File: src/rtl/panda_risc_v_fu_res_collector.sv
// Result collector: buffers results from FU_N execution units in per-channel
// FIFOs and merges them onto one write-back port with round-robin arbitration.
//
// Handshake semantics (all ports): a transfer happens on a rising aclk edge
// where valid and ready are both high. A source may not withdraw or change a
// pending m_wb payload; this block holds grant and payload stable while
// m_wb_vld is high and m_wb_ready is low (the "lock"). s_fu_res_ready depends
// only on registered FIFO fill, never on s_fu_res_vld.
module panda_risc_v_fu_res_collector #(
    parameter int  FU_N           = 5,
    parameter int  IBUS_TID_WIDTH = 8,
    parameter int  FIFO_DEPTH     = 4,
    parameter real SIM_DELAY      = 1
) (
    input  logic                                  aclk,
    input  logic                                  aresetn,
    input  logic [FU_N-1:0]                       s_fu_res_vld,
    input  logic [FU_N*IBUS_TID_WIDTH-1:0]        s_fu_res_tid,
    input  logic [FU_N*32-1:0]                    s_fu_res_data,
    input  logic [FU_N*3-1:0]                     s_fu_res_err,
    output logic [FU_N-1:0]                       s_fu_res_ready,
    output logic                                  m_wb_vld,
    input  logic                                  m_wb_ready,
    output logic [IBUS_TID_WIDTH-1:0]             m_wb_tid,
    output logic [31:0]                           m_wb_data,
    output logic [2:0]                            m_wb_err,
    output logic [((FU_N > 2) ? $clog2(FU_N) : 1)-1:0] m_wb_fu_id,
    input  logic                                  flush,
    output logic                                  collector_idle
);

    localparam int FU_ID_W = (FU_N > 2) ? $clog2(FU_N) : 1;
    localparam int AW      = $clog2(FIFO_DEPTH);
    localparam int CW      = AW + 1;

    // Per-channel storage and bookkeeping
    logic [IBUS_TID_WIDTH-1:0] tid_mem  [FU_N][FIFO_DEPTH];
    logic [31:0]               data_mem [FU_N][FIFO_DEPTH];
    logic [2:0]                err_mem  [FU_N][FIFO_DEPTH];
    logic [AW-1:0]             wptr     [FU_N];
    logic [AW-1:0]             rptr     [FU_N];
    logic [CW-1:0]             cnt      [FU_N];

    logic [FU_N-1:0]    full;
    logic [FU_N-1:0]    nonempty;
    logic [FU_N-1:0]    push;
    logic [FU_N-1:0]    pop;
    logic               hs;

    // Arbiter state: rr_ptr is where the next search starts; lock/lock_id
    // freeze the grant while the write-back sink is stalling.
    logic [FU_ID_W-1:0] rr_ptr;
    logic [FU_ID_W-1:0] rr_grant;
    logic [FU_ID_W-1:0] grant;
    logic [FU_ID_W-1:0] grant_next_rr;
    logic               lock;
    logic [FU_ID_W-1:0] lock_id;

    // Channel status decoded from registered counts; flush blocks pushes
    always_comb begin
        full     = '0;
        nonempty = '0;
        push     = '0;
        for (int i = 0; i < FU_N; i++) begin
            full[i]     = (cnt[i] == CW'(FIFO_DEPTH));
            nonempty[i] = (cnt[i] != '0);
            push[i]     = s_fu_res_vld[i] & ~full[i] & ~flush;
        end
    end

    assign s_fu_res_ready = ~full;
    assign m_wb_vld       = |nonempty;
    assign collector_idle = ~(|nonempty);
    assign hs             = m_wb_vld & m_wb_ready & ~flush;

    // Round-robin search from rr_ptr; a held lock overrides the search
    always_comb begin
        int idx;
        logic found;
        rr_grant = rr_ptr;
        found    = 1'b0;
        for (int k = 0; k < FU_N; k++) begin
            idx = int'(rr_ptr) + k;
            if (idx >= FU_N) idx = idx - FU_N;
            if (!found && nonempty[idx]) begin
                found    = 1'b1;
                rr_grant = FU_ID_W'(idx);
            end
        end
        grant = lock ? lock_id : rr_grant;
        grant_next_rr = (grant == FU_ID_W'(FU_N - 1)) ? '0 : grant + 1'b1;
    end

    // Only the granted channel pops, and only on a real handshake
    always_comb begin
        pop = '0;
        for (int i = 0; i < FU_N; i++) begin
            pop[i] = hs && (grant == FU_ID_W'(i));
        end
    end

    // FIFO pointers and counts; flush empties every channel in one edge
    always_ff @(posedge aclk or negedge aresetn) begin
        if (!aresetn) begin
            for (int i = 0; i < FU_N; i++) begin
                wptr[i] <= '0;
                rptr[i] <= '0;
                cnt[i]  <= '0;
            end
        end else if (flush) begin
            for (int i = 0; i < FU_N; i++) begin
                wptr[i] <= '0;
                rptr[i] <= '0;
                cnt[i]  <= '0;
            end
        end else begin
            for (int i = 0; i < FU_N; i++) begin
                if (push[i]) wptr[i] <= wptr[i] + 1'b1;
                if (pop[i])  rptr[i] <= rptr[i] + 1'b1;
                case ({push[i], pop[i]})
                    2'b10:   cnt[i] <= cnt[i] + 1'b1;
                    2'b01:   cnt[i] <= cnt[i] - 1'b1;
                    default: cnt[i] <= cnt[i];
                endcase
            end
        end
    end

    // Entry storage: written on push, no reset needed (guarded by counts)
    always_ff @(posedge aclk) begin
        for (int i = 0; i < FU_N; i++) begin
            if (push[i]) begin
                tid_mem[i][wptr[i]]  <= s_fu_res_tid[i*IBUS_TID_WIDTH +: IBUS_TID_WIDTH];
                data_mem[i][wptr[i]] <= s_fu_res_data[i*32 +: 32];
                err_mem[i][wptr[i]]  <= s_fu_res_err[i*3 +: 3];
            end
        end
    end

    // Round-robin pointer advance and stall lock
    always_ff @(posedge aclk or negedge aresetn) begin
        if (!aresetn) begin
            rr_ptr  <= '0;
            lock    <= 1'b0;
            lock_id <= '0;
        end else if (flush) begin
            lock    <= 1'b0;
        end else if (hs) begin
            rr_ptr  <= grant_next_rr;
            lock    <= 1'b0;
        end else if (m_wb_vld) begin
            lock    <= 1'b1;
            lock_id <= grant;
        end
    end

    assign m_wb_fu_id = grant;
    assign m_wb_tid   = tid_mem[grant][rptr[grant]];
    assign m_wb_data  = data_mem[grant][rptr[grant]];
    assign m_wb_err   = err_mem[grant][rptr[grant]];

endmodule

File: config.mk
export PLATFORM = sky130hd
export DESIGN_NAME = panda_risc_v_fu_res_collector
export DESIGN_NICKNAME = d
export VERILOG_FILES = /design/src/rtl/panda_risc_v_fu_res_collector.sv
export SDC_FILE = /design/constraint.sdc
export NUM_CORES = 1
export LEC_CHECK = 0
export BUFFER_PORTS_ARGS = -buffer_cell sky130_fd_sc_hd__buf_2
export CORE_MARGIN = 2
export CORE_UTILIZATION = 35
export CTS_CLUSTER_DIAMETER = 100
export DETAILED_ROUTE_END_ITERATION = 12
export SETUP_SLACK_MARGIN = 0.1
export SLEW_MARGIN = 15
export SYNTH_ARGS = -nofsm -noshare
export SYNTH_HDL_FRONTEND = slang
export SYNTH_SLANG_ARGS = --single-unit
export TNS_END_PERCENT = 1
File: constraint.sdc
create_clock -name aclk -period 7.2 [get_ports aclk]
set_clock_uncertainty 0.15 [all_clocks]
set_input_delay 1.08 -clock aclk [delete_from_list [all_inputs] [get_ports aclk]]
set_output_delay 1.08 -clock aclk [all_outputs]
set_load 0.005 [all_outputs]
==> results of run 1 <==
[layout by cell type (no fill, tap or decap), types with 6 or more instances in the layout]
master     synthesis  final
o22ai_1          175    174
dfrtp_1           42     41
inv_1             22     20
nand2b_1           6      6
diode_2            0     19
o21ai_0           19     19
o211ai_1           6      6
buf_4             18     45
a211oi_1          10      8
mux2i_1          357    357
xnor2_1           14     14
bufinv_16          0      6
a21o_1            10     10
and2_1            27      7
nor2_1            57     57
ha_1              35     34
nor3_1            13     13
xor2_1             7      7
buf_2             61    276
and2_2             0     13
mux2_2             6      6
nand2_1          125    125
clkbuf_16          0     99
clkinv_1           1     23
and3_1             6      6
a22o_1            43     42
clkinv_2           0     23
and2_4             1      8
or3_1              7      7
buf_12             0     15
a21oi_1          270    270
edfxtp_1         860    860
clkbuf_1          36     13
nand3_1           17     17
[cell families (layout without fill, tap and decap cells)]
| family | Yosys count | count (layout) |
|---|---|---|
| AO/OA/AOI/OAI | 592 | 592 |
| XOR/XNOR | 22 | 22 |
| adder cells (fa/ha/maj) | 40 | 40 |
| buffers and inverters | 162 | 541 |
| flip-flops | 902 | 902 |
| multiplexers | 364 | 364 |
| other | 0 | 19 |
| AND/OR/NAND/NOR | 289 | 289 |
[final timing paths]
path / startpoint / end / slack [ns] / cells past startpoint
worst max-delay path: rr_ptr[1] / m_wb_data[30] / 0.38 / 17
worst min-delay path: rptr[1] / rptr[1] / 0.36 / 1
worst max register to register: rr_ptr[1] / cnt[8] / 1.71 / 20
worst min register to register: rptr[1] / rptr[1] / 0.36 / 1
max in group asynchronous: aresetn / rr_ptr[1] / 5.69 / 1
min in group asynchronous: aresetn / wptr[2] / 0.50 / 1
[critical path: stages (launching register included)]
cell,delay [ns]
dfrtp_2,0.46
clkinvlp_4,0.16
buf_4,0.12
ha_1,0.22
nor2b_1,0.32
nand3_1,0.16
and2_1,0.25
a2111oi_0,0.61
a31o_2,0.26
a41o_1,0.25
a2bb2oi_4,0.30
mux2_2,0.39
a21oi_2,0.23
o22a_4,0.30
buf_4,0.31
a21oi_1,0.11
a22o_1,0.33
buf_2,0.16
[metal layers]
metal / wire length, um / up-vias
li1: - / 9966
met1: 46600 / 11700
met2: 55300 / 978
met3: 9810 / 236
met4: 2380 / 56
met5: 348 / -
[registers in the layout, summed over array words and instances, names as in the netlist]
signal,flops
err_mem,60
data_mem,640
cnt,15
tid_mem,160
rptr,10
lock_id,3
wptr,10
lock,1
rr_ptr,3
[cell type report]
class / instances / area (um^2)
antenna: 19 / 47.5
tap: 1391 / 1740
multi-input combinational: 1307 / 9580
clock buffer: 108 / 2430
inverter: 23 / 95.1
fill: 9391 / 61700
sequential: 902 / 26900
clock inverter: 63 / 528
timing repair buffer: 347 / 2260
[per-stage QoR]
step	hold slack [ns]	util, %	instances
after global placement	0.330	38.2	3953
after global routing	0.391	41.3	4147
after floorplan	0.297	-	2371
final	0.364	41.4	4160
after detailed placement	0.354	38.2	3953
after CTS	0.365	41.1	4129
[repair_timing]
| item | CTS | global route |
|---|---|---|
| cloned | 1 | 4 |
| pin swaps | 1 | 2 |
| hold buffers | 0 | 0 |
| gates resized for setup | 4 | 14 |
| setup buffers | 4 | 8 |
| endpoints found under the setup margin | 43 | 43 |
==> metrics.csv, run 1 <==
metric,value,unit
status,completed,
grt_pass1_vias,22800,
synthCells,2371,
wl_per_cell,27.5,um
setup_tns,0,ns
crit_type,register to primary output,
crit_arrival,5.59,ns
cts_made_buffers,93,
hold_viol,0,
top_level_ports,277,
dp_slack,0.437,ns
syn2layout_area_growth,17.1,%
synth_most_common_cell,edfxtp_1,
routed_via_density,5.51,
finalSetupViolations,0,
ys_seq_area_share,72.3,%
dpl_cell_area,0.0402,mm^2
netlist_area,0.0372,mm^2
dieArea,0.109,mm^2
cts.reportedPaths.clkPinSlew,0.06,ns
post-route-period-util,94.7,%
met1_usage,26.1,%
busiest_layer,met2,
synth_commonest_cells,"edfxtp_1, mux2i_1, a21oi_1",
clock-sinks,902,
synth-xor-area-share,0.538,%
cts_tree,built,
relSlewSlack,22.2,%
drv_cap,0,
maxSlewViolCount,0,
met3_usage,5.47,%
place.gp.congestion,0.855,
required,5.97,ns
min_period,6.82,ns
synth_area_leaders,"edfxtp_1, mux2i_1, a21oi_1, o22ai_1, dfrtp_1",
synthAdderAreaFrac,1.45,%
synth_top_area_cell,edfxtp_1,
synth_enable_flop_cells,860,
root_buffer,clkbuf_16,
die_h,330,um
cp_max_fo,18,
cp-end-kind,primary output,
row_count,119,
synthFlopType,edfxtp_1,
synth_compound_area_share,9.97,%
final_nets,2938,
htreeDepth,3,
layout-drive-gt1-share,19.9,%
synthArstFlopShare,4.66,%
synthDistinctLibCells,89,
tightestPinTransition,1.17,ns
grt_pass1_wl,158000,um
vias,22900,
drc_errors,0,
final_antenna_net_count,0,
synth_top_area_share,69.4,%
syn-mean-instance-area,15.7,um^2
die_w,330,um
core,0.105,mm^2
start_util,35.3,%
met2_usage,33.8,%
hp-class,register to register,
port_buffers,276,
ys_ff_latch,902,
drt-total-wl,114000,um
clock_latency,0.65,ns
timing.final.ws_setup,0.379,ns
rsz0062_at_grt,no,
synth_top_family_by_area,compound AO/OA/AOI/OAI gates,
grt_util_all_layers,20.2,%
drt_first_pass_iters,5,
antenna_found_initial,59,
hpwl,66900,um
clockBufferDepth,3,
drt-initial-drc-count,2240,
syn_nets,2635,
yosys_warnings,0,
finalInstanceArea,0.0436,mm^2
overflow,0,
synthMuxAreaShare,9.82,%
fmax,0.147,GHz
grt_max_degree,90,
startpoint_type,register,
synth-simple-area-share,3.69,%
Power of run 1 is left out: the tool's default activity adds up to more than one toggle a clock period on the data nets, which glitch-free logic cannot reach.
==> inputs of run 2 (changes only) <==
==> constraint.sdc (replaced) <==
create_clock -name aclk -period 8.7 [get_ports aclk]
set_clock_uncertainty 0.15 [all_clocks]
set_input_delay 1.305 -clock aclk [delete_from_list [all_inputs] [get_ports aclk]]
set_output_delay 1.305 -clock aclk [all_outputs]
set_load 0.005 [all_outputs]
==> run 2 against run 1 <==
Effect of this change: final area decreased by 1.0%; hold slack lost 0.027 ns; final cell count is 0.53% lower; critical path type unchanged; highest routed layer unchanged.
==> metrics.csv, run 2 (same netlist as run 1, synthesis figures left out) <==
metric,value,unit
status,completed,
vias,22600,
dieArea,0.109,mm^2
syn2layout_area_growth,15.9,%
cts.reportedPaths.clkPinSlew,0.07,ns
drc_errors,0,
die_w,330,um
drt_first_pass_iters,6,
drv_cap,0,
drt-initial-drc-count,2101,
grt_pass1_vias,22500,
row_count,119,
critPathCapture,m_wb_data[22],
clock-sinks,902,
cp-end-kind,primary output,
startpoint_type,register,
grt_util_all_layers,19.9,%
setup_tns,0,ns
routed_via_density,5.47,
relSlewSlack,24.7,%
whs_path_depth,1,
crit_arrival,6.59,ns
hp-class,register to register,
min_period,8.04,ns
largest_reg_flops,640,
hpwl,66900,um
layout-drive-gt1-share,18.6,%
die_h,330,um
dp_slack,1.44,ns
root_buffer,clkbuf_16,
place.gp.congestion,0.855,
top_level_ports,277,
cts_resized,0,
rsz0062_at_grt,no,
cts_setup_buffers,0,
r2r_end,cnt[8],
antenna_found_initial,58,
final_antenna_net_count,0,
required,7.24,ns
maxSlewViolCount,0,
port_buffers,276,
core,0.105,mm^2
clock_latency,0.66,ns
worstRegToRegCells,18,
final_nets,2914,
final_cell_mix,"edfxtp_1, mux2i_1, buf_2",
start_util,35.3,%
overflow,0,
wl_per_cell,26.8,um
cts_made_buffers,93,
post-route-period-util,92.4,%
grt_pass1_wl,156000,um
crit_type,register to primary output,
drt-total-wl,111000,um
tightestPinTransition,1.13,ns
timing.final.ws_setup,0.658,ns
clockBufferDepth,3,
finalSetupViolations,0,
cp-startpoint,rr_ptr[1],
reg2reg_from,rr_ptr[1],
cts_tree,built,
htreeDepth,3,
regToRegSetupSlack,2.69,ns
grt_max_degree,129,
ctsHoldBuffers,0,
hold_viol,0,
fmax,0.124,GHz
cp_max_fo,91,
final_common_cell,edfxtp_1,
-- run 2: cell types whose count changed in the layout (fill, tap and decap cells not counted), sizes merged --
| cell | previous run | this run |
|---|---|---|
| buf | 342 | 323 |
| clkinv | 52 | 37 |
| clkbuf | 112 | 117 |
| inv | 23 | 28 |
| diode | 19 | 23 |
| clkinvlp | 5 | 3 |
| bufbuf | 1 | 0 |
| bufinv | 6 | 7 |
-- run 2: worst min path at each step --
| stage | from | to | slack (ns) |
|---|---|---|---|
| final | rptr[9] | rptr[9] | 0.34 |
| after global routing | rptr[9] | rptr[9] | 0.38 |
| after CTS | rptr[9] | rptr[9] | 0.34 |
| after detailed placement | rptr[9] | rptr[9] | 0.33 |
| after global placement | rptr[1] | rptr[1] | 0.33 |
| after floorplan | rptr[9] | rptr[9] | 0.30 |
-- run 2: layout make-up --
type | instances | area (um^2)
repair buffers | 323 | 1870
well taps | 1391 | 1740
flip-flops and latches | 902 | 26900
multi-input cells | 1307 | 9540
inverters | 23 | 91.3
diodes | 23 | 57.6
fillers | 9420 | 62200
clock buffers | 117 | 2460
clock inverters | 52 | 463
-- run 2: critical path, cell delays in order, from the launching register on --
cell       delay [ns]
dfrtp_1          0.32
buf_4            0.21
inv_1            0.19
ha_1             0.63
inv_1            0.23
o31a_1           0.39
and2_4           0.19
o2111ai_1        0.33
o211a_2          0.35
a41oi_1          0.22
a2bb2oi_4        0.54
buf_12           0.52
buf_4            0.54
mux2i_1          0.26
o22ai_1          0.11
a21oi_1          0.17
nand2_1          0.08
a22o_1           0.28
buf_2            0.15
-- run 2: metal layers --
| metal | GRT usage (%) | routed length [um] |
|---|---|---|
| met5 | 0 | 214 |
| met1 | 25.4 | 44000 |
| met2 | 33.2 | 53600 |
| met3 | 4.76 | 9820 |
| met4 | 6.65 | 3360 |
-- run 2: per-stage QoR --
step,utilization (%),instance area [um^2],std cells,hold slack [ns]
finish,40.9,43100,4138,0.337
global route,40.9,43100,4123,0.380
CTS,40.9,43000,4115,0.343
detailed placement,38.1,40100,3946,0.330
global placement,38.1,40100,3946,0.328
floorplan,-,37200,2371,0.297
Power of run 2 is left out for the same reason.
